$ cat src/rtl/alu_issue.sv
// ---------------------------------------------------------------------------
// alu_issue
//   Issue-and-writeback sequencer in front of the 16-bit combinational ALU.
//   Accepts one instruction at a time, reads operands from an internal
//   register file, drives the ALU operand/control ports from registers,
//   captures the ALU result and zero flag, and writes the result back.
//   Each instruction takes three cycles: IDLE (accept) -> EXEC -> WB.
//
// Ports
//   clk, rst_n            clock, asynchronous active-low reset
//   in_valid / in_ready   instruction handshake (ready only in IDLE)
//   in_op                 ALU control code, passed through unmodified
//   in_rd/in_rs1/in_rs2   destination and source register indices
//   in_use_imm, in_imm    select immediate as operand B
//   alu_a, alu_b          registered operands to the ALU
//   alu_control           registered op code to the ALU
//   alu_result, alu_zero  combinational ALU outputs
//   wb_valid/wb_rd/wb_data write-back being presented (WB state)
//   zero_flag             zero status of the last completed instruction
//   dbg_addr / dbg_data   combinational register file read port
// ---------------------------------------------------------------------------
module alu_issue #(
  parameter int NUM_REGS = 8,
  localparam int IW = $clog2(NUM_REGS)
) (
  input  logic          clk,
  input  logic          rst_n,
  input  logic          in_valid,
  output logic          in_ready,
  input  logic [2:0]    in_op,
  input  logic [IW-1:0] in_rd,
  input  logic [IW-1:0] in_rs1,
  input  logic [IW-1:0] in_rs2,
  input  logic          in_use_imm,
  input  logic [15:0]   in_imm,
  output logic [15:0]   alu_a,
  output logic [15:0]   alu_b,
  output logic [2:0]    alu_control,
  input  logic [15:0]   alu_result,
  input  logic          alu_zero,
  output logic          wb_valid,
  output logic [IW-1:0] wb_rd,
  output logic [15:0]   wb_data,
  output logic          zero_flag,
  input  logic [IW-1:0] dbg_addr,
  output logic [15:0]   dbg_data
);

  typedef enum logic [1:0] {
    IDLE = 2'd0,
    EXEC = 2'd1,
    WB   = 2'd2
  } state_t;

  state_t        state_reg;
  state_t        state_next;

  logic [15:0]   rf [NUM_REGS];
  logic [IW-1:0] rd_reg;
  logic [15:0]   result_reg;
  logic          zero_pend_reg;
  logic          accept;
  logic          wb_we;

  // ---------------- state register ----------------
  always_ff @(posedge clk or negedge rst_n) begin
    if (!rst_n) state_reg <= IDLE;
    else        state_reg <= state_next;
  end

  // ---------------- next-state logic ----------------
  always_comb begin
    state_next = state_reg;
    case (state_reg)
      IDLE:    if (in_valid) state_next = EXEC;
      EXEC:    state_next = WB;
      WB:      state_next = IDLE;
      default: state_next = IDLE;
    endcase
  end

  // ---------------- state-decoded outputs ----------------
  always_comb begin
    in_ready = (state_reg == IDLE);
    wb_valid = (state_reg == WB);
    accept   = (state_reg == IDLE) && in_valid;
    // r0 is never written, so it reads back as its reset value of zero.
    wb_we    = (state_reg == WB) && (rd_reg != '0);
  end

  // ---------------- operand issue and result capture ----------------
  always_ff @(posedge clk or negedge rst_n) begin
    if (!rst_n) begin
      alu_a         <= '0;
      alu_b         <= '0;
      alu_control   <= '0;
      rd_reg        <= '0;
      result_reg    <= '0;
      zero_pend_reg <= 1'b0;
      zero_flag     <= 1'b0;
    end else begin
      if (accept) begin
        // Operands reflect the register file as it stands at the accept
        // edge; any earlier write-back has already landed by then.
        alu_a       <= rf[in_rs1];
        alu_b       <= in_use_imm ? in_imm : rf[in_rs2];
        alu_control <= in_op;
        rd_reg      <= in_rd;
      end
      if (state_reg == EXEC) begin
        result_reg    <= alu_result;
        zero_pend_reg <= alu_zero;
      end
      // The zero status follows every completed instruction, r0 included.
      if (state_reg == WB) zero_flag <= zero_pend_reg;
    end
  end

  // ---------------- register file ----------------
  always_ff @(posedge clk or negedge rst_n) begin
    if (!rst_n) begin
      for (int i = 0; i < NUM_REGS; i++) rf[i] <= '0;
    end else if (wb_we) begin
      rf[rd_reg] <= result_reg;
    end
  end

  assign wb_rd    = rd_reg;
  assign wb_data  = result_reg;
  assign dbg_data = rf[dbg_addr];

endmodule

$ cat config.mk
export PLATFORM = sky130hd
export DESIGN_NAME = alu_issue
export DESIGN_NICKNAME = d
export VERILOG_FILES = /design/src/rtl/alu_issue.sv
export SDC_FILE = /design/constraint.sdc
export NUM_CORES = 1
export LEC_CHECK = 0
export BUFFER_PORTS_ARGS = -buffer_cell sky130_fd_sc_hd__buf_2
export CAP_MARGIN = 20
export CORE_MARGIN = 5
export CORE_UTILIZATION = 63
export CTS_CLUSTER_SIZE = 12
export DETAILED_ROUTE_END_ITERATION = 12
export PLACE_DENSITY = 0.95
export SETUP_SLACK_MARGIN = 0.5
export SLEW_MARGIN = 25
export SYNTH_ARGS = -nofsm -noshare
export SYNTH_HDL_FRONTEND = slang
export SYNTH_SLANG_ARGS = --single-unit
$ cat constraint.sdc
create_clock -name clk -period 3.06 [get_ports clk]
set_clock_uncertainty 0.05 [all_clocks]
set_input_delay 0.459 -clock clk [delete_from_list [all_inputs] [get_ports clk]]
set_output_delay 0.459 -clock clk [all_outputs]
set_load 0.005 [all_outputs]
# --- After elaboration in Yosys (flattened, before gate mapping) ---
# Index checks and enable logic that the tools add are counted.
totals:
  reg_bits: 186
  latchBits: 0
  mem_bits_rw: 0
  mem_bits_ro: 0
  in_bits: 52
  output_inout_bits: 73
  wordCells: 48
  memories: 0
classes:
  addsub: 0
  multipliers: 0
  div: 0
  magnitude_cmp: 5
  eq_ne: 3
  shifts: 0
  mux: 15
  n_bitwise: 4
  reduce_logical: 5
op_table:
  columns: ["cell", "n"]
  rows:
  - ["$bmux 16 s3", 3]
  - ["$bwmux 128", 1]
  - ["$mux 16", 8]
  - ["$demux 16 s3", 1]
  - ["$ge 4x4->1 const B", 4]
  - ["$not 3->4", 4]
  - ["$lt 4x1->1 const B", 1]
  - ["$pmux 2 s2", 1]
  - ["$logic_and 1x1->1", 3]
  - ["$reduce_bool 3->1", 1]
  - ["$eq 2x1->1 const B", 1]
  - ["$eq 2x2->1 const B", 1]
  - ["$logic_not 2->1", 1]
  - ["$mux 2", 1]
  - ["$ne 2x2->1 const B", 1]

# --- Longest topological paths before layout ---
# Gate-level depths: netlist of the first run.
logic_depth:
  ltp_word: 6
  depth_mapped: 6
  mapped_depth_nobuf: 4

# --- Worst setup path after synthesis of the first run ---
# Ideal clock, no wire load.
synth_timing:
  kind: "input to output"
  startpoint: "in dbg_addr[0]"
  endpoint: "out dbg_data[0]"
  arrival_ps: 1769
  t_required_ps: 2551
  path_slack_ps: 782
  path_stages: 4
  path_buffers: 2
  cell_sequence: "clkbuf_1 -> buf_2 -> mux4_2 -> mux2_2"
synth_via:
  elab_chain_cells: 4
synth_lines:
  columns: ["element", "line_no", "text"]
  rows:
  - ["from (decl)", "45", "input logic [IW-1:0] dbg_addr,"]
  - ["$not 3->4 (implied by the code)", "130", "assign dbg_data = rf[dbg_addr];"]
  - ["$bmux 16 s3", "130", null]
  - ["$mux 16 (implied by the code) (2 in a row)", "130", null]
  - ["to (decl)", "46", "output logic [15:0] dbg_data"]
# Every way passes these cells. The select of a mux whose other input is x is not followed.

# --- Worst setup path in the final report of the first run ---
layout_timing:
  startpoint: "in dbg_addr[0]"
  endpoint: "out dbg_data[5]"
# The elaborated chain is that of the path after synthesis.

==> results of run 1 <==
## worst max-delay path by stage
stage	to	cells past startpoint
2_1_floorplan	dbg_data[0]	4
3_3_place_gp	dbg_data[14]	5
3_5_place_dp	dbg_data[14]	5
4_1_cts	dbg_data[5]	5
5_1_grt	dbg_data[5]	5
6_report	dbg_data[5]	5
## area by class of cell
class	count	area, um2
Clock inverter	8	96.3
Timing Repair Buffer	147	865
Sequential cell	186	4650
Clock buffer	23	458
Tap cell	216	270
Multi-Input combinational cell	486	5000
Inverter	2	7.51
Fill cell	981	4420
## per-layer routing
layer  global-route usage [%]  wire length [um]  part of all wire [%]  vias up
li1                         -                 -                     -     3024
met1                     39.2             10300                    36     3744
met2                     51.2             13800                    48      581
met3                     8.73              2900                    10      156
met4                     18.5              1630                   5.7        0
met5                        0                 0                     0        -
## metrics by stage
| step | hold WS, ps | worst slack, ps | cells | util, % | total power, mW |
|---|---|---|---|---|---|
| 2_1_floorplan | 113 | 782 | 749 | - | 6.06 |
| 3_3_place_gp | 359 | 752 | 1037 | 68.4 | 6.98 |
| 3_5_place_dp | 363 | 728 | 1037 | 68.4 | 7.20 |
| 4_1_cts | 4.71 | 684 | 1068 | 72.0 | 9.42 |
| 5_1_grt | 45.5 | 656 | 1068 | 72.0 | 9.90 |
| 6_report | -8.70 | 689 | 1068 | 72.0 | 9.47 |
## where the power goes
group / internal (mW) / switching [mW]
clock: 1.21 / 0.924
sequential: 3.34 / 1.07
combinational: 1.76 / 1.17
## layout by cell type (no fill, tap or decap), types with 15 or more instances in the layout
master / synthesis / layout
nand2_1: 37 / 37
mux2_2: 182 / 182
o31ai_1: 21 / 21
a22o_1: 15 / 15
mux2i_1: 82 / 82
o22ai_1: 30 / 30
buf_2: 24 / 122
mux4_2: 32 / 32
clkbuf_16: 0 / 17
dfrtp_1: 186 / 186
buf_4: 4 / 19
## cell families (layout without fill, tap and decap cells)
kind of cell / Yosys count / after routing / synth area share (%)
multiplexers: 307 / 307 / 37.4
flip-flops: 186 / 186 / 46.4
AO/OA/AOI/OAI: 101 / 101 / 7.78
AND/OR/NAND/NOR: 78 / 78 / 4.62
buffers and inverters: 77 / 180 / 3.79
## Yosys cell counts, types with 15 or more instances
cell and count:
mux4_2 32, a22o_1 15, o31ai_1 21, mux2i_1 82, nand2_1 37, mux2_2 182
buf_2 24, dfrtp_1 186, o22ai_1 30, clkbuf_1 40
==> results.sh, run 1 <==
export IMPL_status="finished with violations"
export IMPL_violations="hold timing"
export IMPL_startpoint_type="input pin"
export IMPL_netlist_area_leader_share_pct=46.4
export IMPL_regMostFlops="rf"
export IMPL_antenna_cells=0
export IMPL_r2r_start="state_reg[1]"
export IMPL_crit_start="dbg_addr[0]"
export IMPL_hold_buffers=0
export IMPL_final_area_mm2=0.0113
export IMPL_drc=0
export IMPL_finalSetupViolations=0
export IMPL_grt_ovfl_total=0
export IMPL_antenna_found_initial=0
export IMPL_synth_top_area_cell="dfrtp_1"
export IMPL_synth_main_ff_cell="dfrtp_1"
export IMPL_min_period_ps=2370
export IMPL_via_count=7505
export IMPL_fmax_mhz=422
export IMPL_ys_ff_latch=186
export IMPL_antenna_left=0
export IMPL_die_area_mm2=0.0185
export IMPL_port_buffers=124
export IMPL_row_count=46
export IMPL_die_w_um=136
export IMPL_clockBufferDepth=2
export IMPL_cellPowerDensity_mw_per_mm2=835
export IMPL_cp_cell_sequence="buf_2, buf_12, mux4_2, mux2_2, buf_2"
export IMPL_cts_sink_count=186
export IMPL_dpl_hpwl_um=17000
export IMPL_cts_tree="done"
export IMPL_layout_drive_gt1_share_pct=48.9
export IMPL_arrival_ps=1860
export IMPL_hold_viol_final=19
export IMPL_cts_root_buffer="clkbuf_16"
export IMPL_cpMaxStageDelayCell="mux4_2"
export IMPL_grt_pass1_wl_um=44700
export IMPL_ys_top_cells_by_area="dfrtp_1, mux2_2, mux2i_1"
export IMPL_r2r_end="rf[94]"
export IMPL_synthesis_area_mm2=0.0100
export IMPL_cts_clk_slew_worst_paths_ps=60
export IMPL_largest_register_ffs=128
export IMPL_start_util_pct=63.6
export IMPL_drt_first_pass_iters=5
export IMPL_postPlaceCellArea_mm2=0.0108
export IMPL_syn_inst=749
export IMPL_yosys_warnings=0
export IMPL_worst_r2r_path_depth=3
export IMPL_io_pins=125
export IMPL_yosys_cell_types_count=40
export IMPL_slowest_delay_ps=580
export IMPL_synth_edf_count=0
export IMPL_postSynthNetCount=801
export IMPL_syn_to_final_growth_pct=13.1
export IMPL_grt_max_degree=74
export IMPL_max_slew_margin_pct=26.9
export IMPL_r2r_slack_ps=900
export IMPL_critPathMostFrequentCell="buf_2"
export IMPL_nets=892
export IMPL_grt_pass1_vias=7758
export IMPL_dieHeight_um=136
export IMPL_fin_tns_setup_ps=0
export IMPL_crit_fanout=32
export IMPL_core_mm2=0.0158
export IMPL_drt_iter0_drc=973
export IMPL_viasPerCell=7.03
export IMPL_track_usage_pct=32.0
export IMPL_rsz0062_at_grt="false"
export IMPL_crit_required_ps=2550
export IMPL_cts_htree_levels=4
export IMPL_async_flop_share_pct=100
export IMPL_clk_latency_ps=440
export IMPL_cp_end_kind="primary output"
export IMPL_holdWs_ps=-8.70
export IMPL_cts_setup_buffers=0
export IMPL_hp_class="in -> async"
export IMPL_drt_wl_total_um=28600
export IMPL_gp_congestion=0.893
export IMPL_max_cap_violations=0
export IMPL_drv_slew=0
export IMPL_cp_num_buf_inv=3
export IMPL_critPathKind="in -> out"
export IMPL_yosysSeqAreaShare_pct=46.4
export IMPL_worst_pin_slew_ps=1100
export IMPL_power_leakage_nw=5.30
export IMPL_synth_avg_cell_area_um2=13.4
export IMPL_cts_resized=0
export IMPL_period_share_pct=77.5
export IMPL_numCtsBuffers=17
export IMPL_wl_per_cell_um=26.8
export IMPL_vdd_drop_max_v=0.000523
export IMPL_cpLargestDelayFamily="multiplexers"
Note: power is estimated with default switching activity, not from simulation.
==> run 2, diff against run 1 <==
--- a/config.mk
+++ b/config.mk
@@ -8,10 +8,10 @@
 export BUFFER_PORTS_ARGS = -buffer_cell sky130_fd_sc_hd__buf_2
 export CAP_MARGIN = 20
 export CORE_MARGIN = 5
-export CORE_UTILIZATION = 63
+export CORE_UTILIZATION = 59
 export CTS_CLUSTER_SIZE = 12
 export DETAILED_ROUTE_END_ITERATION = 12
-export PLACE_DENSITY = 0.95
+export PLACE_DENSITY = 0.9
 export SETUP_SLACK_MARGIN = 0.5
 export SLEW_MARGIN = 25
 export SYNTH_ARGS = -nofsm -noshare
==> constraint.sdc (replaced) <==
create_clock -name clk -period 2.4 [get_ports clk]
set_clock_uncertainty 0.05 [all_clocks]
set_input_delay 0.36 -clock clk [delete_from_list [all_inputs] [get_ports clk]]
set_output_delay 0.36 -clock clk [all_outputs]
set_load 0.005 [all_outputs]
==> results.sh, run 2 (synthesized netlist as in run 1, its figures left out) <==
export IMPL_status="complete, no violations"
export IMPL_max_cap_violations=0
export IMPL_hold_end="wb_rd[2]"
export IMPL_final_area_mm2=0.0127
export IMPL_crit_start="rf[90]"
export IMPL_slowest_delay_ps=490
export IMPL_via_count=8283
export IMPL_drt_iter0_drc=1222
export IMPL_drv_slew=0
export IMPL_cts_root_buffer="clkbuf_16"
export IMPL_port_buffers=124
export IMPL_viasPerCell=6.86
export IMPL_regMostFlops="rf"
export IMPL_grt_pass1_wl_um=48800
export IMPL_track_usage_pct=31.9
export IMPL_r2r_slack_ps=540
export IMPL_seqCellArea_mm2=0.00466
export IMPL_hold_depth=3
export IMPL_cp_num_buf_inv=1
export IMPL_p_seq_share_pct=38.7
export IMPL_cp_cell_sequence="mux4_2, mux2_4, buf_6"
export IMPL_cpMaxStageDelayCell="mux4_2"
export IMPL_cts_tree="done"
export IMPL_core_mm2=0.0166
export IMPL_min_period_ps=2170
export IMPL_antenna_cells=0
export IMPL_crit_fanout=4
export IMPL_r2r_start="wb_rd[0]"
export IMPL_crit_required_ps=1990
export IMPL_numCtsBuffers=17
export IMPL_fin_tns_setup_ps=0
export IMPL_hold_viol_final=0
export IMPL_grt_ovfl_total=0
export IMPL_start_util_pct=60.3
export IMPL_drc=0
export IMPL_pre_cts_slack_ps=284
export IMPL_grt_max_degree=67
export IMPL_die_area_mm2=0.0197
export IMPL_r2r_end="rf[94]"
export IMPL_worst_r2r_path_depth=4
export IMPL_worstHoldStart="in_rd[2]"
export IMPL_cellPowerDensity_mw_per_mm2=1100
export IMPL_drt_wl_total_um=33500
export IMPL_vdd_drop_max_v=0.000630
export IMPL_wl_per_cell_um=27.7
export IMPL_rsz0062_at_grt="true"
export IMPL_switching_share_pct=33.2
export IMPL_period_share_pct=90.6
export IMPL_dpl_hpwl_um=16900
export IMPL_power_switching_mw=4.62
export IMPL_arrival_ps=1760
export IMPL_p_clk_share_pct=21.2
export IMPL_cts_sink_count=186
export IMPL_largest_register_ffs=128
export IMPL_n_fill_cell=872
export IMPL_fin_ws_ps=225
export IMPL_final_common_cell="dfrtp_1"
export IMPL_clk_latency_ps=440
export IMPL_multi_input_area_mm2=0.00505
export IMPL_postPlaceCellArea_mm2=0.0109
export IMPL_cts_clk_slew_worst_paths_ps=70
export IMPL_io_pins=125
export IMPL_row_count=47
export IMPL_power_leakage_nw=6.11
export IMPL_hp_class="in -> reg"
export IMPL_die_w_um=140
export IMPL_layout_drive_gt1_share_pct=56.6
export IMPL_max_slew_margin_pct=49.7
export IMPL_finalSetupViolations=0
export IMPL_critPathKind="reg -> out"
export IMPL_syn_to_final_growth_pct=26.2
export IMPL_antenna_left=0
export IMPL_worst_pin_slew_ps=755
export IMPL_cts_htree_levels=4
export IMPL_antenna_found_initial=0
export IMPL_layout_common_cells="dfrtp_1, mux2_2, buf_4"
export IMPL_drt_first_pass_iters=5
export IMPL_p_int_mw=9.31
export IMPL_p_comb_share_pct=40.1
export IMPL_fmax_mhz=460
export IMPL_gp_congestion=0.871
export IMPL_startpoint_type="register"
export IMPL_dieHeight_um=140
export IMPL_holdWs_ps=63.3
export IMPL_clockBufferDepth=2
export IMPL_grt_pass1_vias=8449
export IMPL_p_total_mw=13.9
export IMPL_nets=1027
export IMPL_cpLargestDelayFamily="multiplexers"
export IMPL_cp_end_kind="primary output"
-- run 2: cell count changes in the layout (fill, tap and decap cells not counted), moves of 11 or more --
cell,previous run,this run
buf_2,122,109
buf_4,19,146
buf_6,1,12
mux2_2,182,170
mux2_4,10,22
-- run 2: stage by stage --
| step | util [%] | instances |
|---|---|---|
| floorplan | - | 749 |
| global placement | 65.6 | 1051 |
| detailed placement | 65.6 | 1051 |
| CTS | 74.3 | 1178 |
| global route | 76.1 | 1208 |
| finish | 76.1 | 1208 |
-- run 2: tightest hold or removal path: stages --
cell     delay (ps)
buf_2            70
nand2_1          40
nand2_1          50
-- run 2: worst max path at each step --
stage                        end  slack [ps]  cells after the start
CTS                  dbg_data[4]         260                      3
global placement     dbg_data[2]         320                      5
global route        dbg_data[13]         200                      3
floorplan           dbg_data[10]         510                      4
detailed placement   dbg_data[0]         280                      5
finish              dbg_data[10]         230                      3
-- run 2: metal layers --
layer	part of all wire [%]	routed length [um]	vias to the layer above	track usage [%]
met5	0	0	-	0
met4	6.3	2110	0	15.3
met3	10	3430	206	8.35
met2	47	15800	666	50.2
met1	36	12200	4116	41.5
li1	-	-	3295	-
-- run 2: power by group through the flow --
stage / clock network (mW) / registers (mW) / logic (mW)
6_report: 2.95 / 5.39 / 5.59
2_1_floorplan: 0 / 5.13 / 2.60
4_1_cts: 2.93 / 5.24 / 5.04
5_1_grt: 3.11 / 5.46 / 5.90
3_3_place_gp: 0 / 5.49 / 3.46
3_5_place_dp: 0 / 5.58 / 3.60
-- run 2: cell type report --
type	instances	area share (%)
repair buffers	282	16.2
multi-input cells	486	39.9
clock buffers	24	3.88
flip-flops and latches	186	36.8
inverters	2	0.0890
well taps	220	2.17
clock inverters	8	0.909
-- run 2: timing repair --
action / 4_1_cts / 5_1_grt
pin swaps: 0 / 1
gates cloned: 0 / 2
setup endpoints to repair: 27 / 59
gates resized for setup: 23 / 9
buffers inserted: 94 / 28
hold buffers: 1 / 0
hold endpoints to repair: 62 / 0
